--- src/rtl/bist_sig_analyzer_pkg.sv ---
// Shared BIST definitions: controller state encoding, default width/seed,
// and the feedback-parity helper used by both the pattern generator and the
// MISR so their tap semantics can never drift apart.
package bist_sig_analyzer_pkg;

  localparam int unsigned BIST_NBIT = 4;
  localparam logic [BIST_NBIT-1:0] BIST_SEED = '0;

  typedef enum logic [2:0] {
    ST_IDLE,
    ST_INIT,
    ST_RUN,
    ST_CHECK,
    ST_DONE
  } bist_state_e;

  // Feedback bit: XOR of every register bit whose tap mask bit is set.
  function automatic logic bist_fb(input logic [31:0] val, input logic [31:0] taps);
    return ^(val & taps);
  endfunction

endpackage

--- src/rtl/bist_sig_analyzer_misr.sv ---
// Multiple-input signature register.
//   clk  : rising-edge clock
//   rst  : asynchronous active-high reset, loads SEED
//   clr  : synchronous reload of SEED (higher priority than en)
//   en   : compress resp into the signature this cycle
//   resp : response vector
//   sig  : current signature
module bist_sig_analyzer_misr
  import bist_sig_analyzer_pkg::*;
#(
  parameter int unsigned          NBIT = BIST_NBIT,
  parameter logic [NBIT-1:0]      TAPS = 4'b1100,
  parameter logic [NBIT-1:0]      SEED = BIST_SEED
) (
  input  logic            clk,
  input  logic            rst,
  input  logic            clr,
  input  logic            en,
  input  logic [NBIT-1:0] resp,
  output logic [NBIT-1:0] sig
);

  logic [NBIT-1:0] sig_q;
  logic [NBIT-1:0] sig_d;
  logic            fb;

  always_comb begin
    fb    = bist_fb(32'(sig_q), 32'(TAPS));
    sig_d = sig_q;
    if (clr) begin
      sig_d = SEED;
    end else if (en) begin
      // Shift toward the MSB, feedback enters bit 0, then fold in the response.
      sig_d = {sig_q[NBIT-2:0], fb} ^ resp;
    end
  end

  always_ff @(posedge clk or posedge rst) begin
    if (rst) begin
      sig_q <= SEED;
    end else begin
      sig_q <= sig_d;
    end
  end

  assign sig = sig_q;

endmodule

--- src/rtl/bist_sig_analyzer.sv ---
// BIST response-compaction and sequencing stage.
// Holds the pattern generator in reset, releases it for NPAT patterns while the
// MISR compresses the CUT responses, then compares the signature to GOLDEN.
//   clk     : rising-edge clock
//   rst     : asynchronous active-high reset
//   start   : begin a run (honoured only in IDLE or DONE)
//   abort   : return to IDLE from any state, clears pass
//   resp    : CUT response vector
//   gen_rst : reset to the pattern generator (high outside RUN)
//   busy    : high in INIT and RUN
//   done    : high in DONE
//   pass    : signature matched GOLDEN (valid while done)
//   sig     : current MISR contents
module bist_sig_analyzer
  import bist_sig_analyzer_pkg::*;
#(
  parameter int unsigned     NBIT   = BIST_NBIT,
  parameter int unsigned     NPAT   = 15,
  parameter logic [NBIT-1:0] TAPS   = 4'b1100,
  parameter logic [NBIT-1:0] SEED   = BIST_SEED,
  parameter logic [NBIT-1:0] GOLDEN = '0
) (
  input  logic            clk,
  input  logic            rst,
  input  logic            start,
  input  logic            abort,
  input  logic [NBIT-1:0] resp,
  output logic            gen_rst,
  output logic            busy,
  output logic            done,
  output logic            pass,
  output logic [NBIT-1:0] sig
);

  localparam int unsigned CW = $clog2(NPAT + 1);

  bist_state_e state_q, state_d;
  logic [CW-1:0] cnt_q, cnt_d;
  logic          pass_q, pass_d;
  logic          misr_clr;
  logic          misr_en;

  // State register and run bookkeeping.
  always_ff @(posedge clk or posedge rst) begin
    if (rst) begin
      state_q <= ST_IDLE;
      cnt_q   <= '0;
      pass_q  <= 1'b0;
    end else begin
      state_q <= state_d;
      cnt_q   <= cnt_d;
      pass_q  <= pass_d;
    end
  end

  // Next-state logic; abort overrides every transition.
  always_comb begin
    state_d = state_q;
    cnt_d   = cnt_q;
    pass_d  = pass_q;
    if (abort) begin
      state_d = ST_IDLE;
      pass_d  = 1'b0;
    end else begin
      unique case (state_q)
        ST_IDLE: begin
          if (start) state_d = ST_INIT;
        end
        ST_INIT: begin
          cnt_d   = '0;
          state_d = ST_RUN;
        end
        ST_RUN: begin
          cnt_d = cnt_q + 1'b1;
          if (cnt_q == CW'(NPAT - 1)) state_d = ST_CHECK;
        end
        ST_CHECK: begin
          pass_d  = (sig == GOLDEN);
          state_d = ST_DONE;
        end
        ST_DONE: begin
          if (start) state_d = ST_INIT;
        end
        default: begin
          state_d = ST_IDLE;
        end
      endcase
    end
  end

  // Outputs decoded from the registered state; gen_rst therefore follows rst
  // asynchronously through state_q.
  always_comb begin
    gen_rst  = (state_q != ST_RUN);
    busy     = (state_q == ST_INIT) || (state_q == ST_RUN);
    done     = (state_q == ST_DONE);
    misr_clr = (state_q == ST_INIT) && !abort;
    misr_en  = (state_q == ST_RUN) && !abort;
  end

  assign pass = pass_q;

  bist_sig_analyzer_misr #(
    .NBIT (NBIT),
    .TAPS (TAPS),
    .SEED (SEED)
  ) u_misr (
    .clk  (clk),
    .rst  (rst),
    .clr  (misr_clr),
    .en   (misr_en),
    .resp (resp),
    .sig  (sig)
  );

endmodule

--- config.mk ---
export PLATFORM = sky130hd
export DESIGN_NAME = bist_sig_analyzer
export DESIGN_NICKNAME = d
export VERILOG_FILES = /design/src/rtl/bist_sig_analyzer_pkg.sv /design/src/rtl/bist_sig_analyzer_misr.sv /design/src/rtl/bist_sig_analyzer.sv
export SDC_FILE = /design/constraint.sdc
export NUM_CORES = 1
export LEC_CHECK = 0
export CORE_MARGIN = 2
export CORE_UTILIZATION = 42
export DETAILED_ROUTE_END_ITERATION = 8
export PLACE_DENSITY = 0.69
export SETUP_SLACK_MARGIN = 0.1
export SYNTH_ARGS = -nofsm -noshare
export SYNTH_HDL_FRONTEND = slang
export SYNTH_HIERARCHICAL = 1
export SYNTH_SLANG_ARGS = --single-unit
--- constraint.sdc ---
create_clock -name clk -period 1.7 [get_ports clk]
set_clock_uncertainty 0.15 [all_clocks]
set_input_delay 0.34 -clock clk [delete_from_list [all_inputs] [get_ports clk]]
set_output_delay 0.34 -clock clk [all_outputs]
set_load 0.01 [all_outputs]
# After elaboration in Yosys (flattened, before gate mapping)
# Cells that the tools add are included.
# op_classes
n_addsub	1
n_eq_ne	8
n_mux	9
bitwise_logic	2
reduce_logical	13
# op_table
op	n
$reduce_xor 32->1	1
$pmux 3 s4	1
$mux 3	3
$mux 4	2
$pmux 4 s2	1
$eq 3x2->1 const B	2
$reduce_bool 2->1	3
$add 4x1->4 const B	1
$eq 4x4->1 const B	1
$logic_not 4->1	1
$reduce_and 2->1	2
$xor 4x4->4	1
$eq 3x1->1 const B	1
$eq 3x3->1 const B	1
$logic_not 3->1	1
$ne 3x1->1 const B	1
$ne 3x2->1 const B	1
$ne 3x3->1 const B	1
$logic_and 1x1->1	2
$mux 1	2
$reduce_or 2->1	1
$logic_not 1->1	1
$logic_or 1x1->1	1
$not 1->1	1
# word_totals
register_bits	12
input_bits	8
out_inout_bits	8
word_cells	37

# Logic depth before layout (Yosys ltp)
# Gate-level depths: netlist of run 1.
# depth
ltp_word	4
ltp_mapped	6
ltp_nobuf	5

# By module
# The synthesis of run 1 kept the hierarchy.
# modules_own_cells
module	instances	cells_per_inst	area_each_um2
bist_sig_analyzer	1	43	450.4
bist_sig_analyzer_misr	1	18	206.4

# Worst setup path after synthesis of run 1
# No wires, ideal clock.
# synth_timing
path_kind	reg-to-reg
start	register state_q[0]
end	register cnt_q[3]
setup_ns	0.118
t_arrival_ns	1.551
required_ns	1.432
setup_slack_ns	-0.119
path_stages_with_launch	5
n_path_buf	0
path_cell_list	dfrtp_1 > or4b_4 > clkinv_2 > mux2_2 > a21o_1
# synth_between
elab_chain_len	3
word_cells_on_any_way	5
# synth_rtl
item	line	source
start: declaration	bist_sig_analyzer.sv:37	bist_state_e state_q, state_d;
start signal: assignment	bist_sig_analyzer.sv:50	state_q <= state_d;
$eq 3x1->1 / $eq 3x2->1 (equally long branches)	bist_sig_analyzer.sv:65	unique case (state_q)
$reduce_bool 2->1 (no source line)	--	
$reduce_and 2->1 (no source line)	--	
end signal: assignment	bist_sig_analyzer.sv:51	cnt_q <= cnt_d;
end: declaration	bist_sig_analyzer.sv:38	logic [CW-1:0] cnt_q, cnt_d;
# Several ways; a longest one is shown, not always the timed one.
# A chain may end at the register's enable or synchronous reset.

# Worst setup path after layout of run 1
# Same ends and word-level chain as after synthesis.

==> results.tsv, run 1 <==
metric	value	unit
status	finished, violations left	
violated checks	negative setup slack	
critical path type	flop to flop	
synthesized flop and latch total	12	
Synth Cell Area	657	um^2
leakage	0.537	nW
Post-layout nets	108	
core area	1490	um^2
Synth top cells by count	dfrtp_1 (12), nor2_1 (6), inv_1 (5), mux2i_1 (4), xnor2_1 (4)	
Fmax achieved	555	MHz
syn_area_per_cell	10.8	um^2
vias	580	
Slew Limit Fails	0	
DP Area	916	um^2
number of setup violations in the final report	8	
fin crit period	1800	ps
vias in the first global route	575	
CTS Sinks	12	
num ports	16	
ys async rst share	1.00	
Register Area	300	um^2
DRC violations left	0	
share of layout cells above drive strength 1	0.423	
area of the multi-input gates	384	um^2
initial cell density of the core	0.441	
Finished Cell Area	1080	um^2
Detail Route Antenna Nets	0	
Die Height	43.5	um
HPWL after detailed placement	1.03	mm
count leader, synth	dfrtp_1	
H-tree depth	1	
Root Driver	clkbuf_4	
grt total ovfl	0	
Max transition margin	0.782	
fillers	123	
FP Rows	14	
r2r startpoint	state_q[0]$_DFFE_PP0P_	
crit-path max FO	3	
critical-path cell list	buf_6, or4b_4, clkinv_4, mux2_4, a21o_1	
largest net degree at the start of global routing	10	
Post-Syn Instances	61	
Hold WS	129	ps
CP max stage cell	or4b_4	
Worst-path clk slew	80	ps
Power Density	1030	nW/um^2
Synth cell types	26	
largest family of logic cells by synthesized area	simple AND/OR/NAND/NOR gates	
vias per cell	5.13	
type of the most critical hold path	primary input to async pin	
Synth Area in Compound Gates	0.0819	
port bufs	15	
Hold Violations, Final	0	
first-pass GRT wire length	2.62	mm
MaxCap Viol Count	0	
TritonCTS clock tree	done	
CP peak stage delay	500	ps
fin crit share	1.06	
post-synthesis sequential area ratio	0.457	
Routed wire per std cell	14.8	um
Adder-Cell Fraction of Synth Area	0.0381	
crit path to	cnt_q[3]$_DFFE_PP0P_	
Critical Path Stages	5	
flop2flop setup slack	-100	ps
Longest Clk Path Bufs	2	
xor and xnor area share after synthesis	0.0895	
P&R area growth vs syn	64.0	%
area fraction of the dominant cell type after synthesis	0.457	
leading post-synthesis cells by cell area	dfrtp_1 (46%), mux2i_1 (6.1%), xnor2_1 (5.3%), or4b_4 (4.2%), ha_1 (3.8%)	
Hold Buf Count CTS	0	
RSZ-0062 raised after global routing	true	
1st-iter DRT viols	8	
Worst path top cell family by delay	simple AND/OR/NAND/NOR gates	
initial antenna violation count	0	
total CTS buffers	3	
Die Area	1900	um^2
synthesized-area fraction occupied by and/or/nand/nor cells	0.194	
critical path data arrival time	1820	ps
Placer Congestion	0.824	
Least-Margin Pin Slew	326	ps
Antenna Cells	0	
post-synthesis mux area share	0.0781	
Register-to-Register Path Depth	5	
Worst setup EP type	flop	
worst vdd ir	805	uV
final setup margin	-101	ps
final core occ	0.724	
GRT Total Usage	0.188	
worst skew pair latency	270	ps
element type at the critical path start	flop	
YS warnings	6	
Non-Filler Instances	113	
placed cell count	103	
die width	43.5	um
CP startpoint	state_q[0]$_DFFE_PP0P_	
Synthesized Nets	71	
Yosys top cell by area	dfrtp_1	
Synth Flop Type	dfrtp_1	
R2R Path End	cnt_q[3]$_DFFE_PP0P_	
Total Neg Setup Slack	-393	ps
EDFF count, synth	0	
Critical path buffers and inverters	2	
drt first pass iters	4	
final wirelength	1.67	mm
worst path required time	1710	ps
## where the power goes
group          internal, mW  total [mW]  switching, mW
sequential            0.347       0.398         0.0514
clock                 0.130       0.225         0.0951
combinational         0.269       0.484          0.216
## flip-flops by register name (all words and copies together), names as in the netlist
signal      flops
state_q         3
cnt_q           4
u_misr/sig      4
pass            1
## cell type report
type                    instances  area share
multi-input cells              41       0.357
repair buffers                 34       0.287
flip-flops and latches         12       0.279
clock buffers                   4      0.0337
inverters                       6      0.0256
well taps                      16      0.0186
## cells in the final DEF (no fill, tap or decap), types with 3 or more instances in the layout
cell type and count:
dlygate4sd2_1 6, buf_6 7, buf_4 11, mux2i_1 3, inv_1 5, nor2_1 6
xnor2_1 3, dfrtp_1 12, clkbuf_4 3, clkdlybuf4s50_1 6, buf_2 3
## cell families after synthesis
| group | after synthesis |
|---|---|
| AND/OR/NAND/NOR | 21 |
| flip-flops | 12 |
| AO/OA/AOI/OAI | 8 |
| buffers and inverters | 8 |
| XOR/XNOR | 5 |
| multiplexers | 5 |
| adder cells (fa/ha/maj) | 2 |
## per-stage QoR
step | worst slack [ps] | power, mW
6_report | -101 | 1.11
3_3_place_gp | -390 | 0.780
2_1_floorplan | -38.9 | 0.611
4_1_cts | -103 | 1.07
5_1_grt | -158 | 1.17
3_5_place_dp | -406 | 0.792
## layer usage
layer  global-route usage  vias up  routed length (um)
met4               0.0545        0                  14
met5                    0        -                   0
li1                     -      286                   -
met2                0.324       13                 883
met1                0.243      279                 708
met3               0.0292        2                  61
## repair_timing
action | in CTS | in global routing
setup buffers | 6 | 0
cloned | 0 | 0
gates resized for setup | 31 | 9
setup endpoints to repair | 17 | 12
pin swaps | 2 | 2
## worst min-delay path by stage
stage | startpoint | end
global route | rst | u_misr/sig[0]$_DFFE_PP0P_
CTS | rst | u_misr/sig[0]$_DFFE_PP0P_
detailed placement | cnt_q[2]$_DFFE_PP0P_ | cnt_q[2]$_DFFE_PP0P_
finish | rst | u_misr/sig[0]$_DFFE_PP0P_
global placement | cnt_q[2]$_DFFE_PP0P_ | cnt_q[2]$_DFFE_PP0P_
floorplan | rst | u_misr/sig[0]$_DFFE_PP0P_
No activity file was read; power rests on OpenSTA's default activity.
==> run 2: changes to the inputs <==
Settings changed: CELL_PAD_IN_SITES_DETAIL_PLACEMENT set to 1, CELL_PAD_IN_SITES_GLOBAL_PLACEMENT set to 2, CORE_ASPECT_RATIO set to 0.8, CORE_UTILIZATION 42 to 26, PLACE_DENSITY 0.69 to 0.68.
==> results.tsv, run 2 (synthesized netlist as in run 1, its figures left out) <==
metric	value	unit	change
port bufs	15		unchanged
number of setup violations in the final report	12		+4
Routed wire per std cell	13.1	um	-11%
r2r startpoint	state_q[2]$_DFFE_PP0P_		
final setup margin	-171	ps	-69.7 ps
fin crit period	1870	ps	+69.7 ps
total CTS buffers	3		unchanged
Hold Buf Count CTS	0		unchanged
type of the most critical hold path	primary input to async pin		
Detail Route Antenna Nets	0		unchanged
GRT Total Usage	0.137		-0.0511
critical path data arrival time	1890	ps	+70 ps
most common cell after layout, fill and taps aside	buf_4		
vias per cell	4.37		-15%
element type at the critical path start	flop		
CP startpoint	state_q[2]$_DFFE_PP0P_		
final core occ	0.451		-0.272
worst path required time	1720	ps	about the same
P&R area growth vs syn	66.5	%	
vias in the first global route	644		+12%
Die Area	2950	um^2	+55%
Power Density	994	nW/um^2	-3.3%
DRC violations left	0		unchanged
FP Rows	16		+2
first-pass GRT wire length	2.98	mm	+14%
crit-path max FO	4		+1
violated checks	negative setup slack		
Least-Margin Pin Slew	330	ps	+3.97 ps
die width	60.2	um	+38%
Placer Congestion	0.693		-16%
status	finished, violations left		
Total Neg Setup Slack	-850	ps	-457 ps
vias	590		+1.7%
Worst-path clk slew	80	ps	about the same
grt total ovfl	0		unchanged
most frequent cells in the layout	buf_4 (14), dfrtp_1 (12), clkdlybuf4s50_1 (7), buf_6 (6), dlygate4sd2_1 (5)		
Power, Total	1.09	mW	-1.8%
Max transition margin	0.778		-0.00444
TritonCTS clock tree	done		
Hold Violations, Final	0		unchanged
Root Driver	clkbuf_4		
MaxCap Viol Count	0		unchanged
Hold WS	129	ps	+0.314 ps
Antenna Cells	0		unchanged
final wirelength	1.77	mm	+6.1%
drt first pass iters	3		-1
Fmax achieved	535	MHz	-3.7%
Longest Clk Path Bufs	2		unchanged
H-tree depth	1		unchanged
RSZ-0062 raised after global routing	true		
worst vdd ir	405	uV	-50%
num ports	16		unchanged
Slew Limit Fails	0		unchanged
Die Height	49.0	um	+12%
CTS Sinks	12		unchanged
share of layout cells above drive strength 1	0.404		-0.0186
largest net degree at the start of global routing	10		unchanged
initial antenna violation count	0		unchanged
1st-iter DRT viols	8		unchanged
HPWL after detailed placement	1.22	mm	+18%
Post-layout nets	110		+1.9%
critical path type	flop to flop		
leakage	0.534	nW	-0.58%
Worst setup EP type	flop		
initial cell density of the core	0.271		-0.170
fin crit share	1.10		+0.0410
worst skew pair latency	270	ps	about the same
core area	2420	um^2	+63%
==> run 2: changes by cell type in the layout (fill, tap and decap cells not counted), sizes merged <==
cell | before | now
clkdlybuf4s50 | 6 | 7
buf | 22 | 24
dlygate4sd2 | 6 | 5
==> run 2: worst max-delay path, cell delays in order (launching register included) <==
cell and delay (ps):
dfrtp_1 400, buf_6 130, buf_4 130, or4b_4 520, mux2_4 280, a21o_1 150
==> run 2: layout make-up <==
class,instances,area [um^2]
Clock buffer,4,36.3
Fill cell,277,1330
Inverter,6,30.0
Multi-Input combinational cell,41,360
Sequential cell,12,300
Tap cell,36,45.0
Timing Repair Buffer,36,322
==> run 2: metrics by stage <==
step,worst slack (ps),instance area [um^2],std cells
2_1_floorplan,-38.9,664,61
6_report,-171,1090,135
5_1_grt,-228,1090,135
3_5_place_dp,-418,923,119
3_3_place_gp,-410,923,119
4_1_cts,-163,1060,132
==> run 2: layer usage <==
metal,vias up,global-route usage,share of wire
met5,-,0,0
li1,289,-,-
met3,5,0.0318,0.040
met1,283,0.164,0.46
met4,0,0.0556,0.017
met2,13,0.230,0.48
==> run 2: final timing paths <==
kind / end / slack [ps] / cells after the start
setup / recovery: cnt_q[3]$_DFFE_PP0P_ / -170 / 5
hold reg to reg: cnt_q[2]$_DFFE_PP0P_ / 350 / 1
hold / removal: u_misr/sig[1]$_DFFE_PP0P_ / 130 / 2
setup reg to reg: cnt_q[3]$_DFFE_PP0P_ / -170 / 5
max in group asynchronous: state_q[1]$_DFFE_PP0P_ / 940 / 2
min in group clk: cnt_q[2]$_DFFE_PP0P_ / 350 / 1
==> run 2: timing repair <==
| action | in CTS | in global routing |
|---|---|---|
| resized for setup | 29 | 4 |
| setup buffers | 9 | 3 |
| setup endpoints to repair | 17 | 12 |
| pin swaps | 4 | 1 |
| endpoints found under the hold margin | 0 | 0 |
==> run 2: report_power, final <==
group | leakage (nW) | total (mW) | internal (mW) | switching (mW)
clock | 0.0210 | 0.229 | 0.130 | 0.0988
combinational | 0.353 | 0.469 | 0.266 | 0.202
sequential | 0.160 | 0.390 | 0.347 | 0.0433
